## src/rtl/iccm_loader_if.sv

```systemverilog
// Byte-stream and ICCM write-port bundle for the ICCM loader.
// rx_valid_i is a one-cycle strobe with no ready: the loader takes every byte, and the ICCM always accepts we_o.
interface iccm_loader_if #(
  parameter int AW = 12,
  parameter int DW = 32
);
  logic          prog_en_i;
  logic          rx_valid_i;
  logic [7:0]    rx_byte_i;
  logic          we_o;
  logic [AW-1:0] addr_o;
  logic [DW-1:0] wdata_o;
  logic          core_rst_o;
  logic          done_o;
  logic          err_o;
  logic [2:0]    state_o;

  modport master (
    output prog_en_i, rx_valid_i, rx_byte_i,
    input  we_o, addr_o, wdata_o, core_rst_o, done_o, err_o, state_o
  );

  modport slave (
    input  prog_en_i, rx_valid_i, rx_byte_i,
    output we_o, addr_o, wdata_o, core_rst_o, done_o, err_o, state_o
  );
endinterface

```

## src/rtl/iccm_loader.sv

```systemverilog
// Assembles little-endian words from a UART byte stream and writes them to the ICCM,
// holding the core in reset until the end-of-program word arrives.
module iccm_loader #(
  parameter int            AW       = 12,
  parameter int            DW       = 32,
  parameter logic [DW-1:0] EOP_WORD = 32'h0000_0FFF
) (
  input  logic         clk_i,
  input  logic         rst_i,
  iccm_loader_if.slave bus
);

  typedef enum logic [2:0] {
    S_IDLE  = 3'd0,
    S_LOAD  = 3'd1,
    S_WRITE = 3'd2,
    S_DONE  = 3'd3,
    S_ERR   = 3'd4
  } state_t;

  state_t        state;
  logic [1:0]    cnt;
  logic [DW-1:0] word_q;
  logic [DW-1:0] word_next;
  logic [AW-1:0] ptr;
  logic          we;
  logic [AW-1:0] addr;
  logic [DW-1:0] wdata;
  logic          core_rst;
  logic          done;
  logic          err;

  // Incoming byte merged into lane cnt; on the 4th byte this is the complete word.
  always_comb begin
    word_next = word_q;
    word_next[{cnt, 3'b000} +: 8] = bus.rx_byte_i;
  end

  always_ff @(posedge clk_i) begin
    if (rst_i) begin
      state    <= S_IDLE;
      cnt      <= 2'd0;
      word_q   <= '0;
      ptr      <= '0;
      we       <= 1'b0;
      addr     <= '0;
      wdata    <= '0;
      core_rst <= 1'b1;
      done     <= 1'b0;
      err      <= 1'b0;
    end else begin
      case (state)
        S_IDLE: begin
          if (bus.prog_en_i) state <= S_LOAD;
          else               core_rst <= 1'b0;
        end

        S_LOAD: begin
          if (!bus.prog_en_i) begin
            state  <= S_IDLE;
            cnt    <= 2'd0;
            word_q <= '0;
          end else if (bus.rx_valid_i) begin
            cnt <= cnt + 2'd1;
            if (cnt == 2'd3) begin
              word_q <= '0;
              if (word_next == EOP_WORD) begin
                state    <= S_DONE;
                done     <= 1'b1;
                core_rst <= 1'b0;
              end else begin
                state <= S_WRITE;
                we    <= 1'b1;
                addr  <= ptr;
                wdata <= word_next;
              end
            end else begin
              word_q <= word_next;
            end
          end
        end

        // cnt has wrapped to 0 here, so a coincident byte lands in lane 0 of the next word.
        S_WRITE: begin
          we <= 1'b0;
          if (bus.rx_valid_i) begin
            word_q <= word_next;
            cnt    <= cnt + 2'd1;
          end
          if (ptr == '1) begin
            state <= S_ERR;
            err   <= 1'b1;
          end else begin
            ptr   <= ptr + 1'b1;
            state <= S_LOAD;
          end
        end

        S_DONE: state <= S_DONE;
        S_ERR:  state <= S_ERR;
        default: state <= S_IDLE;
      endcase
    end
  end

  assign bus.we_o       = we;
  assign bus.addr_o     = addr;
  assign bus.wdata_o    = wdata;
  assign bus.core_rst_o = core_rst;
  assign bus.done_o     = done;
  assign bus.err_o      = err;
  assign bus.state_o    = state;

endmodule

```

## src/flat_wrapper.sv

```systemverilog
// flat-port wrapper written by rule: the top's interface ports become plain ports
module iccm_loader_flat 
#(
  parameter int            AW       = 12,
  parameter int            DW       = 32,
  parameter logic [DW-1:0] EOP_WORD = 32'h0000_0FFF
)
  (clk_i, rst_i, bus_prog_en_i, bus_rx_valid_i, bus_rx_byte_i, bus_we_o, bus_addr_o, bus_wdata_o, bus_core_rst_o, bus_done_o, bus_err_o, bus_state_o);
  iccm_loader_if #(.AW(AW), .DW(DW)) bus_i ();
  input  logic clk_i;
  input  logic rst_i;
  input wire logic [$bits(bus_i.prog_en_i)-1:0] bus_prog_en_i;
  input wire logic [$bits(bus_i.rx_valid_i)-1:0] bus_rx_valid_i;
  input wire logic [$bits(bus_i.rx_byte_i)-1:0] bus_rx_byte_i;
  output wire logic [$bits(bus_i.we_o)-1:0] bus_we_o;
  output wire logic [$bits(bus_i.addr_o)-1:0] bus_addr_o;
  output wire logic [$bits(bus_i.wdata_o)-1:0] bus_wdata_o;
  output wire logic [$bits(bus_i.core_rst_o)-1:0] bus_core_rst_o;
  output wire logic [$bits(bus_i.done_o)-1:0] bus_done_o;
  output wire logic [$bits(bus_i.err_o)-1:0] bus_err_o;
  output wire logic [$bits(bus_i.state_o)-1:0] bus_state_o;
  assign bus_i.prog_en_i = bus_prog_en_i;
  assign bus_i.rx_valid_i = bus_rx_valid_i;
  assign bus_i.rx_byte_i = bus_rx_byte_i;
  assign bus_we_o = bus_i.we_o;
  assign bus_addr_o = bus_i.addr_o;
  assign bus_wdata_o = bus_i.wdata_o;
  assign bus_core_rst_o = bus_i.core_rst_o;
  assign bus_done_o = bus_i.done_o;
  assign bus_err_o = bus_i.err_o;
  assign bus_state_o = bus_i.state_o;
  iccm_loader #(.AW(AW), .DW(DW), .EOP_WORD(EOP_WORD)) u_core (.clk_i(clk_i), .rst_i(rst_i), .bus(bus_i));
endmodule
```

## config.mk

```make
export PLATFORM = sky130hd
export DESIGN_NAME = iccm_loader_flat
export DESIGN_NICKNAME = d
export VERILOG_FILES = /design/src/rtl/iccm_loader_if.sv /design/src/rtl/iccm_loader.sv /design/src/flat_wrapper.sv
export SDC_FILE = /design/constraint.sdc
export NUM_CORES = 1
export LEC_CHECK = 0
export BUFFER_PORTS_ARGS = -buffer_cell sky130_fd_sc_hd__buf_2
export CAP_MARGIN = 5
export CORE_ASPECT_RATIO = 0.6
export CORE_UTILIZATION = 65
export CTS_BUF_LIST = sky130_fd_sc_hd__clkbuf_8
export DETAILED_ROUTE_END_ITERATION = 16
export PLACE_DENSITY = 0.95
export SLEW_MARGIN = 20
export SYNTH_ARGS = -nofsm -noshare
export SYNTH_HDL_FRONTEND = slang
export SYNTH_SLANG_ARGS = --single-unit
```

## constraint.sdc

```tcl
create_clock -name clk_i -period 4.1 [get_ports clk_i]
set_input_delay 0.82 -clock clk_i [delete_from_list [all_inputs] [get_ports clk_i]]
set_output_delay 0.82 -clock clk_i [all_outputs]
set_load 0.01 [all_outputs]
```

==> flow_summary.json <==
{
  "ys_seq_area_frac": 0.394,
  "min_to": "u_core.bus.wdata_o[1]",
  "postCtsSetupRepairBufs": 0,
  "avgSynthCellArea_sq_um": 8.54,
  "cellPowerDensity_mw_per_mm2": 318,
  "boundaryPins": 63,
  "tns_ps": 0,
  "netlist.area_leader.share": 0.394,
  "met3_length_microns": 1680,
  "end_kind": "flip-flop",
  "cts_buffers": 9,
  "drcViolationCount": 0,
  "grt_pass1_vias": 4287,
  "ant_nets": 0,
  "syn_inst": 577,
  "area_growth_pct": 10.2,
  "path_class": "reg2reg",
  "cp_cell_sequence": "inv_1 > ha_1 > and3b_1 > a32oi_1 > nand4_1 > or2_2 > o21ai_4 > a211oi_1",
  "path_clk_slew_ps": 100,
  "root_buffer": "clkbuf_8",
  "netlist_top_cells_count": "dfxtp_1 (97), nor2_1 (53), a211oi_1 (51), nand2_1 (42), inv_1 (39)",
  "critPathLaunchType": "flip-flop",
  "synth_seq_cells": 97,
  "cts-hold-fix-buffers": 0,
  "die_w_microns": 114,
  "io_buffers": 62,
  "required_ps": 4330,
  "htreeDepth": 3,
  "rsz0062_at_grt": "false",
  "synth_warnings": 0,
  "p_leak_nw": 2.19,
  "r2r_end": "u_core.bus.wdata_o[24]",
  "hold_viol_final": 0,
  "synth.largest_area_cell": "dfxtp_1",
  "die_area_sq_mm": 0.00795,
  "slew_violations": 0,
  "status": "finished clean",
  "min_path_cells": 2,
  "period_needed_ps": 3530,
  "synth.distinct_cells": 59,
  "cp_max_fo": 28,
  "min_path_type": "reg2reg",
  "overflow": 0,
  "drt_first_iter_violations": 630,
  "cts_sinks": 97,
  "irDropWorstVdd_mv": 0.225,
  "clockBufferDepth": 2,
  "nFillCells": 555,
  "timing.fmax_mhz": 283,
  "antenna_found_initial": 0,
  "wl_met1_microns": 6270,
  "num_rows": 24,
  "antenna_cells": 0,
  "critPathMaxStageDelay_ps": 640,
  "fin_nets": 631,
  "die_h_microns": 69.5,
  "drtPass1Iterations": 6,
  "hpwlAfterDp_microns": 9770,
  "dr_wl_met2_microns": 5670,
  "drv_cap": 0,
  "track_usage": 0.368,
  "instances_no_fill": 721,
  "tightest_slew_ps": 826,
  "async_reset_ff_frac": 0,
  "gp_congestion": 0.925,
  "totalWireLength_microns": 13800,
  "setup_viol": 0,
  "vias": 4686,
  "ys.flop_type": "dfxtp_1",
  "viasPerCell": 6.50,
  "synth_fp_nets": 596,
  "syn_area_sq_mm": 0.00493,
  "dp_cells": 705,
  "min_period_over_period": 0.861,
  "start_util": 0.676,
  "placeableCoreArea_sq_mm": 0.00730,
  "finClkSkew_ps": 15.2,
  "synthTopCellsByArea": "dfxtp_1 (39%), a211oi_1 (7.8%), nor2_1 (4.0%)",
  "grt_max_degree": 83,
  "cp_slowest_cell": "dfxtp_1",
  "r2r_cells": 8,
  "wl_per_cell_microns": 19.2,
  "r2r_setup_slack_ps": 570,
  "postCtsResizedCells": 0,
  "post-synth-top-count-cell": "dfxtp_1",
  "max_slew_margin": 0.449,
  "arrival_ps": 3760,
  "grt_pass1_wl_microns": 22300,
  "cts_tree": "built",
  "insertion_delay_ps": 390,
  "r2r_start": "u_core.cnt[0]",
  "drive_gt1_frac": 0.164,
  "worstHoldStart": "u_core.bus.wdata_o[1]",
  "top_layer": "met4",
  "utilization": 0.745,
  "synth_enable_flop_cells": 0
}
## registers in the layout, indices dropped and copies added (netlist names), 2 cells and up
name	flops
u_core.bus.wdata_o	32
u_core.bus.state_o	3
u_core.ptr	12
u_core.cnt	2
u_core.word_q	32
u_core.bus.addr_o	12
## cell families (layout without fill, tap and decap cells)
family / count (synthesis) / in the layout / synth area share
buf+inv: 88 / 128 / 0.0772
mux: 1 / 1 / 0.00228
compound gates: 181 / 181 / 0.286
xor+xnor: 13 / 13 / 0.0231
simple gates: 190 / 190 / 0.200
flops: 97 / 97 / 0.394
fa+ha+maj: 7 / 7 / 0.0178
## worst max path at each step
stage          cells past startpoint                     end     startpoint
4_1_cts                            8  u_core.bus.wdata_o[24]  u_core.cnt[0]
3_5_place_dp                       8  u_core.bus.wdata_o[24]  u_core.cnt[0]
6_report                           8  u_core.bus.wdata_o[24]  u_core.cnt[0]
3_3_place_gp                       8   u_core.bus.wdata_o[3]  u_core.cnt[0]
5_1_grt                            8  u_core.bus.wdata_o[25]  u_core.cnt[0]
2_1_floorplan                     12   u_core.bus.wdata_o[5]  u_core.cnt[0]
## where the power goes
part / total, W / switching [W] / internal, W / leakage [nW]
logic: 0.000119 / 0.0000888 / 0.0000306 / 1.31
clock network: 0.000658 / 0.000340 / 0.000318 / 0.102
registers: 0.000951 / 0.00000545 / 0.000946 / 0.782
## critical path: cells and delay by family, from the launching register on
kind / cells / cell delay (ps)
buf+inv: 1 / 160
flops: 1 / 640
compound gates: 3 / 1240
simple gates: 3 / 810
fa+ha+maj: 1 / 520
## layer usage
| layer | GRT usage | vias to the layer above |
|---|---|---|
| met3 | 0.122 | 28 |
| li1 | - | 2176 |
| met2 | 0.512 | 292 |
| met4 | 0.115 | 0 |
| met5 | 0 | - |
| met1 | 0.533 | 2190 |
## cell usage in the layout (no fill, tap or decap), types with 3 or more instances in the layout
| cell type | instances |
|---|---|
| dfxtp_1 | 97 |
| buf_2 | 62 |
| nor2_1 | 53 |
| a211oi_1 | 51 |
| nand2_1 | 42 |
| inv_1 | 39 |
| a21oi_1 | 29 |
| nor3_1 | 17 |
| a22o_1 | 14 |
| a22oi_1 | 13 |
| and3_1 | 13 |
| nor2b_1 | 13 |
| o211a_1 | 12 |
| a2bb2oi_1 | 12 |
| o311ai_1 | 12 |
| nor3b_1 | 11 |
| clkbuf_8 | 11 |
| buf_4 | 10 |
| nand3_1 | 8 |
| a31oi_1 | 8 |
| xor2_1 | 7 |
| ha_1 | 7 |
| and2_1 | 6 |
| xnor2_1 | 6 |
| nand4_1 | 5 |
| o211ai_1 | 4 |
| o21ai_0 | 4 |
| or3_1 | 4 |
| and4_1 | 3 |
| a32o_1 | 3 |
| a32oi_1 | 3 |
## cell type report
class | count | area (sq um) | area share
clock inverter | 5 | 62.6 | 0.0115
timing repair buffer | 72 | 385 | 0.0709
tap | 104 | 130 | 0.0239
multi-input combinational | 392 | 2610 | 0.481
clock buffer | 11 | 151 | 0.0279
sequential | 97 | 1940 | 0.357
inverter | 40 | 150 | 0.0276
## stage by stage
stage	area, sq um	setup slack [ps]	hold WS (ps)	total power, W
2_1_floorplan	4930	1400	431	0.00105
4_1_cts	5430	677	459	0.00173
3_5_place_dp	5220	705	442	0.00109
5_1_grt	5430	337	479	0.00178
3_3_place_gp	5220	756	439	0.00108
6_report	5430	570	458	0.00173
Power figures use the tool's default switching activity.
